===== config.mk =====
export PLATFORM = sky130hd
export DESIGN_NAME = reg_bank_we
export DESIGN_NICKNAME = d
export VERILOG_FILES = /design/src/rtl/reg_bank_pkg.sv /design/src/rtl/reg_bank_entry.sv /design/src/rtl/reg_bank_we.sv
export SDC_FILE = /design/constraint.sdc
export NUM_CORES = 1
export LEC_CHECK = 0
export CELL_PAD_IN_SITES_DETAIL_PLACEMENT = 0
export CELL_PAD_IN_SITES_GLOBAL_PLACEMENT = 1
export CORE_MARGIN = 2
export CORE_UTILIZATION = 40
export DETAILED_ROUTE_END_ITERATION = 10
export PLACE_DENSITY = 0.68
export SLEW_MARGIN = 30
export SYNTH_ARGS = -nofsm -noshare
export SYNTH_HDL_FRONTEND = slang
export SYNTH_HIERARCHICAL = 1
export SYNTH_SLANG_ARGS = --single-unit

===== constraint.sdc =====
create_clock -name clk -period 1.25 [get_ports clk]
set_input_delay 0.125 -clock clk [delete_from_list [all_inputs] [get_ports clk]]
set_output_delay 0.125 -clock clk [all_outputs]
set_load 0.01 [all_outputs]

===== src/rtl/reg_bank_pkg.sv =====
// reg_bank_pkg: shared constants and helpers for the register bank.
package reg_bank_pkg;
    localparam int BYTE = 8;
    localparam int MAXW = 1024;
    localparam int MAXB = MAXW / BYTE;

    function automatic int clog2(input int v);
        int r;
        r = 0;
        while ((1 << r) < v) r++;
        return r;
    endfunction

    // Callers zero-extend to MAXW and truncate the result back to their width.
    function automatic logic [MAXW-1:0] byte_merge(input logic [MAXW-1:0] old_w, input logic [MAXW-1:0] new_w,
                                                   input logic [MAXB-1:0] be);
        logic [MAXW-1:0] r;
        for (int i = 0; i < MAXB; i++) r[i*BYTE +: BYTE] = be[i] ? new_w[i*BYTE +: BYTE] : old_w[i*BYTE +: BYTE];
        return r;
    endfunction
endpackage


===== src/rtl/reg_bank_entry.sv =====
// reg_bank_entry: one byte-writable storage word with its valid bit.
module reg_bank_entry import reg_bank_pkg::*; #(
    parameter int WIDTH = 32
) (
    input  logic                  clk,
    input  logic                  rst_n,
    input  logic                  we_i,
    input  logic                  inv_i,
    input  logic [WIDTH/BYTE-1:0] be_i,
    input  logic [WIDTH-1:0]      wdata_i,
    output logic [WIDTH-1:0]      data_o,
    output logic                  valid_o
);
    logic [WIDTH-1:0] data_q, data_d;
    logic             valid_q, valid_d;

    // we_i arrives already qualified, so a write always wins over invalidate.
    always_comb begin
        data_d  = we_i ? WIDTH'(byte_merge(MAXW'(data_q), MAXW'(wdata_i), MAXB'(be_i))) : data_q;
        valid_d = we_i | (valid_q & ~inv_i);
    end

    always_ff @(posedge clk or negedge rst_n) begin
        if (!rst_n) begin
            data_q  <= '0;
            valid_q <= 1'b0;
        end else begin
            data_q  <= data_d;
            valid_q <= valid_d;
        end
    end

    assign data_o  = data_q;
    assign valid_o = valid_q;
endmodule


===== src/rtl/reg_bank_we.sv =====
// reg_bank_we: multi-entry byte-enabled register bank with registered read ports,
// valid bits, flash invalidate and optional write-to-read bypass.
module reg_bank_we import reg_bank_pkg::*; #(
    parameter int WIDTH  = 32,
    parameter int DEPTH  = 8,
    parameter int NRD    = 2,
    parameter int BYPASS = 1,
    localparam int AW    = clog2(DEPTH) < 1 ? 1 : clog2(DEPTH),
    localparam int NB    = WIDTH / BYTE
) (
    input  logic               clk,
    input  logic               rst_n,
    input  logic               wen,
    input  logic [AW-1:0]      waddr,
    input  logic [WIDTH-1:0]   wdata,
    input  logic [NB-1:0]      wbe,
    input  logic               inv_all,
    input  logic [NRD-1:0]     ren,
    input  logic [NRD*AW-1:0]  raddr,
    output logic [NRD*WIDTH-1:0] rdata,
    output logic [NRD-1:0]     rvalid
);
    logic [WIDTH-1:0] ent_data [DEPTH];
    logic [DEPTH-1:0] ent_valid;
    logic             wq;

    assign wq = wen && (32'(waddr) < DEPTH) && (|wbe);

    for (genvar e = 0; e < DEPTH; e++) begin : g_ent
        reg_bank_entry #(.WIDTH(WIDTH)) u_ent (
            .clk     (clk),
            .rst_n   (rst_n),
            .we_i    (wq && waddr == AW'(e)),
            .inv_i   (inv_all),
            .be_i    (wbe),
            .wdata_i (wdata),
            .data_o  (ent_data[e]),
            .valid_o (ent_valid[e])
        );
    end

    for (genvar p = 0; p < NRD; p++) begin : g_rd
        logic [AW-1:0]    ra;
        logic             in_rng, hit;
        logic [WIDTH-1:0] cur, rdata_d, rdata_q;
        logic             rvalid_d, rvalid_q;

        // With bypass the port sees the post-edge state of its entry.
        always_comb begin
            ra       = raddr[p*AW +: AW];
            in_rng   = 32'(ra) < DEPTH;
            hit      = (BYPASS != 0) && wq && waddr == ra;
            cur      = in_rng ? ent_data[ra] : '0;
            rdata_d  = hit ? WIDTH'(byte_merge(MAXW'(cur), MAXW'(wdata), MAXB'(wbe))) : cur;
            rvalid_d = in_rng && (hit || (ent_valid[ra] && !((BYPASS != 0) && inv_all)));
        end

        always_ff @(posedge clk or negedge rst_n) begin
            if (!rst_n) begin
                rdata_q  <= '0;
                rvalid_q <= 1'b0;
            end else if (ren[p]) begin
                rdata_q  <= rdata_d;
                rvalid_q <= rvalid_d;
            end
        end

        assign rdata[p*WIDTH +: WIDTH] = rdata_q;
        assign rvalid[p]               = rvalid_q;
    end
endmodule

### After elaboration in Yosys (flattened, before gate mapping)

Index checks and enable logic that the tools add are counted.

| operators by class | value |
|---|---|
| order comparisons | 4 |
| equal/unequal tests | 9 |
| multiplexer cells | 20 |
| bitwise logic cells | 19 |
| reduce and logical (&&, ||, !) cells | 50 |

Operator list:

| kind | number |
|---|---|
| $bmux W32 S3 | 2 |
| $mux W32 | 6 |
| $mux W8 | 8 |
| $reduce_and A2 Y1 | 32 |
| $logic_and A1 B1 Y1 | 13 |
| $eq A3 B3 Y1 const B | 4 |
| $and A1 B1 Y1 | 8 |
| $ge A4 B4 Y1 const B | 2 |
| $lt A3 B4 Y1 const B | 2 |
| $not A3 Y4 | 2 |
| $or A1 B1 Y1 | 8 |
| $bmux W1 S3 | 2 |
| $eq A3 B2 Y1 const B | 2 |
| $eq A3 B3 Y1 | 2 |
| $reduce_or A4 Y1 | 1 |
| $eq A3 B1 Y1 const B | 1 |
| $logic_not A3 Y1 | 1 |
| $logic_or A1 B1 Y1 | 2 |
| $mux W1 | 2 |
| $logic_not A1 Y1 | 1 |
| $not A1 Y1 | 1 |

| storage, ports and cells | value |
|---|---|
| bits in registers | 330 |
| input port bits | 51 |
| output and inout port bits | 66 |
| logic and storage cells | 146 |

### Depth between registers and ports, before layout

| depth | value |
|---|---|
| depth in word-level cells | 6 |
| depth in mapped cells | 7 |
| depth with buffers taken out | 6 |

### Hierarchy

Netlist, hierarchy kept.

By module, submodules not included:

| module | instances | cells an instance | area an instance (µm²) | sequential area each (µm²) |
|---|---|---|---|---|
| reg_bank_entry | 8 | 72 | 1231.2 | 825.8 |
| reg_bank_we | 1 | 656 | 7462.2 | 1651.6 |

### Least setup slack after synthesis

Ideal clock, no wire load.

| path | value |
|---|---|
| kind | input to register |
| start point | in wbe[0] |
| end point | reg g_ent[0].u_ent.data_q[0] |
| setup time | 0.125 ns |
| arrival time | 1.535 ns |
| required time | 1.125 ns |
| setup slack | -0.410 ns |
| stages on the path | 6 |
| path buffers | 1 |
| cells stage by stage | o41ai_1 -> or2_2 -> nor3_1 -> buf_4 -> nand2_2 -> mux2_2 |

| on the way | value |
|---|---|
| word-level cells in the longest chain between the ends | 4 |

Ends and longest elaborated chain:

| what | line | RTL |
|---|---|---|
| from (decl) | reg_bank_we.sv:16 | `input logic [NB-1:0] wbe,` |
| $reduce_or A4 Y1 | reg_bank_we.sv:27 | `assign wq = wen && (32'(waddr) < DEPTH) && (\|wbe);` |
| $logic_and A1 B1 Y1 | reg_bank_we.sv:27 |  |
| $logic_and A1 B1 Y1 | reg_bank_we.sv:33 | `.we_i (wq && waddr == AW'(e)),` |
| $reduce_and A2 Y1 (no line) * | -- |  |
| to (signal assigned) | reg_bank_entry.sv:28 | `data_q <= data_d;` |
| to (decl) | reg_bank_entry.sv:14 | `logic [WIDTH-1:0] data_q, data_d;` |

Every way passes the cells marked *; elsewhere a longest branch is shown, timed or not.
A chain may end at the register's enable or synchronous reset.

### Worst setup path after layout

| path | value |
|---|---|
| start point | reg g_ent[6].u_ent.data_q[29] |
| end point | reg g_rd[0].rdata_q[29] |

| on the way | value |
|---|---|
| word-level cells in the longest chain between the ends | 5 |

Ends and longest elaborated chain:

| what | line | RTL |
|---|---|---|
| from (decl) | reg_bank_entry.sv:14 |  |
| from (signal assigned) | reg_bank_entry.sv:28 |  |
| $bmux W32 S3 * | reg_bank_we.sv:53 | `cur = in_rng ? ent_data[ra] : '0;` |
| $mux W32 (not written as such) * (2 in series) | reg_bank_we.sv:53 |  |
| $mux W8 | reg_bank_pkg.sv:18 | `for (int i = 0; i < MAXB; i++) r[i*BYTE +: BYTE] = be[i] ? new_w[i*BYTE +: BYTE] : old_w[i*BYTE +: BYTE];` |
| $mux W32 * | reg_bank_we.sv:54 | `rdata_d = hit ? WIDTH'(byte_merge(MAXW'(cur), MAXW'(wdata), MAXB'(wbe))) : cur;` |
| to (signal assigned) | reg_bank_we.sv:63 | `rdata_q <= rdata_d;` |
| to (decl) | reg_bank_we.sv:45 | `logic [WIDTH-1:0] cur, rdata_d, rdata_q;` |

Every way passes the cells marked *; elsewhere a longest branch is shown, timed or not. The select of a mux whose other input is x is not followed.

==> results_dict.tcl <==
set metrics [dict create \
    vdd_drop_max_v 0.000895 \
    grt_pass1_wl_mm 78.3 \
    ys_async_sr_fraction 1.00 \
    synth-edff-count 0 \
    place.port_buffers 116 \
    wl_per_cell_um 23.5 \
    layout.cells.non_filler 2154 \
    finalWorstSetupSlack_ns -0.271 \
    timing.fmax_ghz 0.658 \
    drive_gt1_frac 0.567 \
    dp.cells 2063 \
    clk_pin_slew_worst_paths_ns 0.05 \
    mostFrequentLayoutCell "dfrtp_1" \
    vias 11900 \
    multiInputGateArea_mm2 0.00977 \
    path_class "flop to flop" \
    p_leak_nw 10.6 \
    arrival_ns 1.93 \
    cp.required_ns 1.66 \
    cts_buffers 40 \
    violations "negative setup slack" \
    seqCellArea_mm2 0.00826 \
    setup.worst_path.end_class "flop" \
    yosys.area_share.simple 0.0569 \
    yosysTopAreaCell "dfrtp_1" \
    setup_violations 139 \
    synth_top_flop_cell "dfrtp_1" \
    synth_fa_ha_area_frac 0 \
    overflow 0 \
    initial_core_util 0.404 \
    first_global_vias 12700 \
    synth_compound_area_frac 0.0786 \
    min_period_over_period 1.22 \
    ant_nets 0 \
    coreArea_mm2 0.0429 \
    syn_nets 1283 \
    synthMuxAreaShare 0.337 \
    synthTopCellsByArea "dfrtp_1 48%, mux2_2 17%, mux4_2 17%" \
    post-route-min-period_ns 1.52 \
    globalplace.congestion 0.811 \
    tightest_slew_ns 0.590 \
    antenna_found_initial 0 \
    insertion_delay_ns 0.55 \
    final_hold_viol_count 0 \
    crit_path_start_kind "flop" \
    cp_max_fo 3 \
    io_pins 117 \
    synth_top_area_share 0.477 \
    grt_max_degree 64 \
    layout_common_cells "330 x dfrtp_1, 176 x buf_4, 169 x mux2_4, 128 x mux4_2, 88 x mux2_2" \
    fin_skew_ns 0.0121 \
    synth_top_family_by_area "multiplexers" \
    synth_cells 1232 \
    wirelength_mm 50.7 \
    vias_per_cell 5.51 \
    maxSlewViolCount 0 \
    p_per_area_mw_per_mm2 1590 \
    fin_util 0.547 \
    p_total_mw 37.4 \
    area_delta_synth_final_pct 35.5 \
    cts_max_level 2 \
    rsz0062_at_grt "yes" \
    grt_usage 0.232 \
    syn_area_mm2 0.0173 \
    outcome "complete, but fails checks" \
    fin_nets 1597 \
    drv_cap 0 \
    placementRows 76 \
    slew_headroom 0.607 \
    fill_cells 3561 \
    die_w_um 212 \
    cts_root_buf "clkbuf_16" \
    hpwl_mm 33.1 \
    drt_iter0_markers 711 \
    synth.distinct_cells 34 \
    synth_seq_area_share 0.477 \
    syn_area_per_cell_um2 14.1 \
    synth-xor-area-share 0.00867 \
    hold_class "input pin to asynchronous set/reset pin" \
    drc_errors 0 \
    cts_tree "yes" \
    ys_warn_count 6 \
    die_area_mm2 0.0450 \
    die_height_um 212 \
    cts.sinks 330 \
    diodes 0 \
    firstDrtPassIters 5 \
    ys_ff_latch 330 \
    cts_buffer_depth 3 \
]
-- power breakdown --
part	switching (mW)	internal, mW
sequential	1.82	13.2
combinational	3.74	6.69
clock	4.44	7.49
total	10.0	27.4
-- worst max-delay path, stage by stage, from the launching register on --
cell and delay [ns]:
dfrtp_1 0.39, mux4_2 0.46, nor2b_1 0.16, a211oi_2 0.25, o22ai_1 0.12
-- path summary, 6_finish.rpt --
check	start	to	slack, ns	depth (start not counted)
max	g_ent[6].u_ent/data_o[29]	g_rd[0].rdata_q[29]	-0.27	4
min	rst_n	g_ent[3].u_ent/data_o[22]	0.09	2
max reg2reg	g_ent[6].u_ent/data_o[29]	g_rd[0].rdata_q[29]	-0.27	4
min reg2reg	g_ent[0].u_ent/valid_o	g_ent[0].u_ent/valid_o	0.52	1
max in group asynchronous	rst_n	g_rd[0].rdata_q[29]	0.54	3
min in group clk	ren[1]	g_rd[1].rdata_q[31]	0.10	3
-- metrics by stage --
| stage | hold WS (ns) | setup slack (ns) | instance area (um2) | TNS (ns) |
|---|---|---|---|---|
| finish | 0.0882 | -0.271 | 23500 | -11.50 |
| global route | 0.100 | -0.295 | 23500 | -14.83 |
| CTS | 0.0649 | -0.290 | 23200 | -17.25 |
| detailed placement | 0.0513 | -1.24 | 21500 | -330.38 |
| global placement | 0.0590 | -1.29 | 21500 | -346.46 |
| floorplan | -0.171 | -0.192 | 18200 | -54.59 |
-- cells by family after synthesis --
kind of cell / count (synthesis)
mux: 391
flops: 330
compound gates: 209
buf+inv: 148
simple gates: 142
xor+xnor: 12
-- cell type report --
| cell class | instances | area share |
|---|---|---|
| clock buffers | 56 | 0.0483 |
| inverters | 73 | 0.0117 |
| flip-flops and latches | 330 | 0.352 |
| multi-input cells | 754 | 0.417 |
| clock inverters | 9 | 0.00832 |
| well taps | 585 | 0.0312 |
| repair buffers | 347 | 0.132 |
-- repair_timing --
| item | in CTS | in global routing |
|---|---|---|
| setup buffers | 19 | 12 |
| pin swaps | 33 | 14 |
| setup endpoints to repair | 395 | 262 |
| cloned | 0 | 0 |
| hold endpoints to repair | 331 | 0 |
| hold buffers | 2 | 0 |
| resized for setup | 432 | 43 |
-- registers in the layout (all words and copies together) (netlist names) --
register / cells
g_rd.rvalid_q: 2
g_ent.u_ent/data_o: 256
g_ent.u_ent/valid_o: 8
g_rd.rdata_q: 64
-- synthesized netlist by cell type, drive strengths merged (2+ instances only) --
cell type / n
o41ai: 3
o22ai: 64
nand4b: 2
nand4: 8
nor2: 6
nor4: 8
mux2: 257
mux4: 128
clkbuf: 32
mux2i: 6
nand3b: 4
nor2b: 65
inv: 73
dfrtp: 330
o21ai: 67
nand2b: 2
o31ai: 2
nor3: 2
a211oi: 64
xnor2: 6
a21o: 8
and2: 4
xor2: 6
buf: 43
nand2: 38
-- routing by layer --
layer	global-route usage	wire length (um)	part of all wire
met2	0.368	24100	0.48
met5	0	0	0
met3	0.0312	2090	0.041
met1	0.327	22900	0.45
met4	0.0881	1560	0.031
No activity file was read; power rests on OpenSTA's default activity.
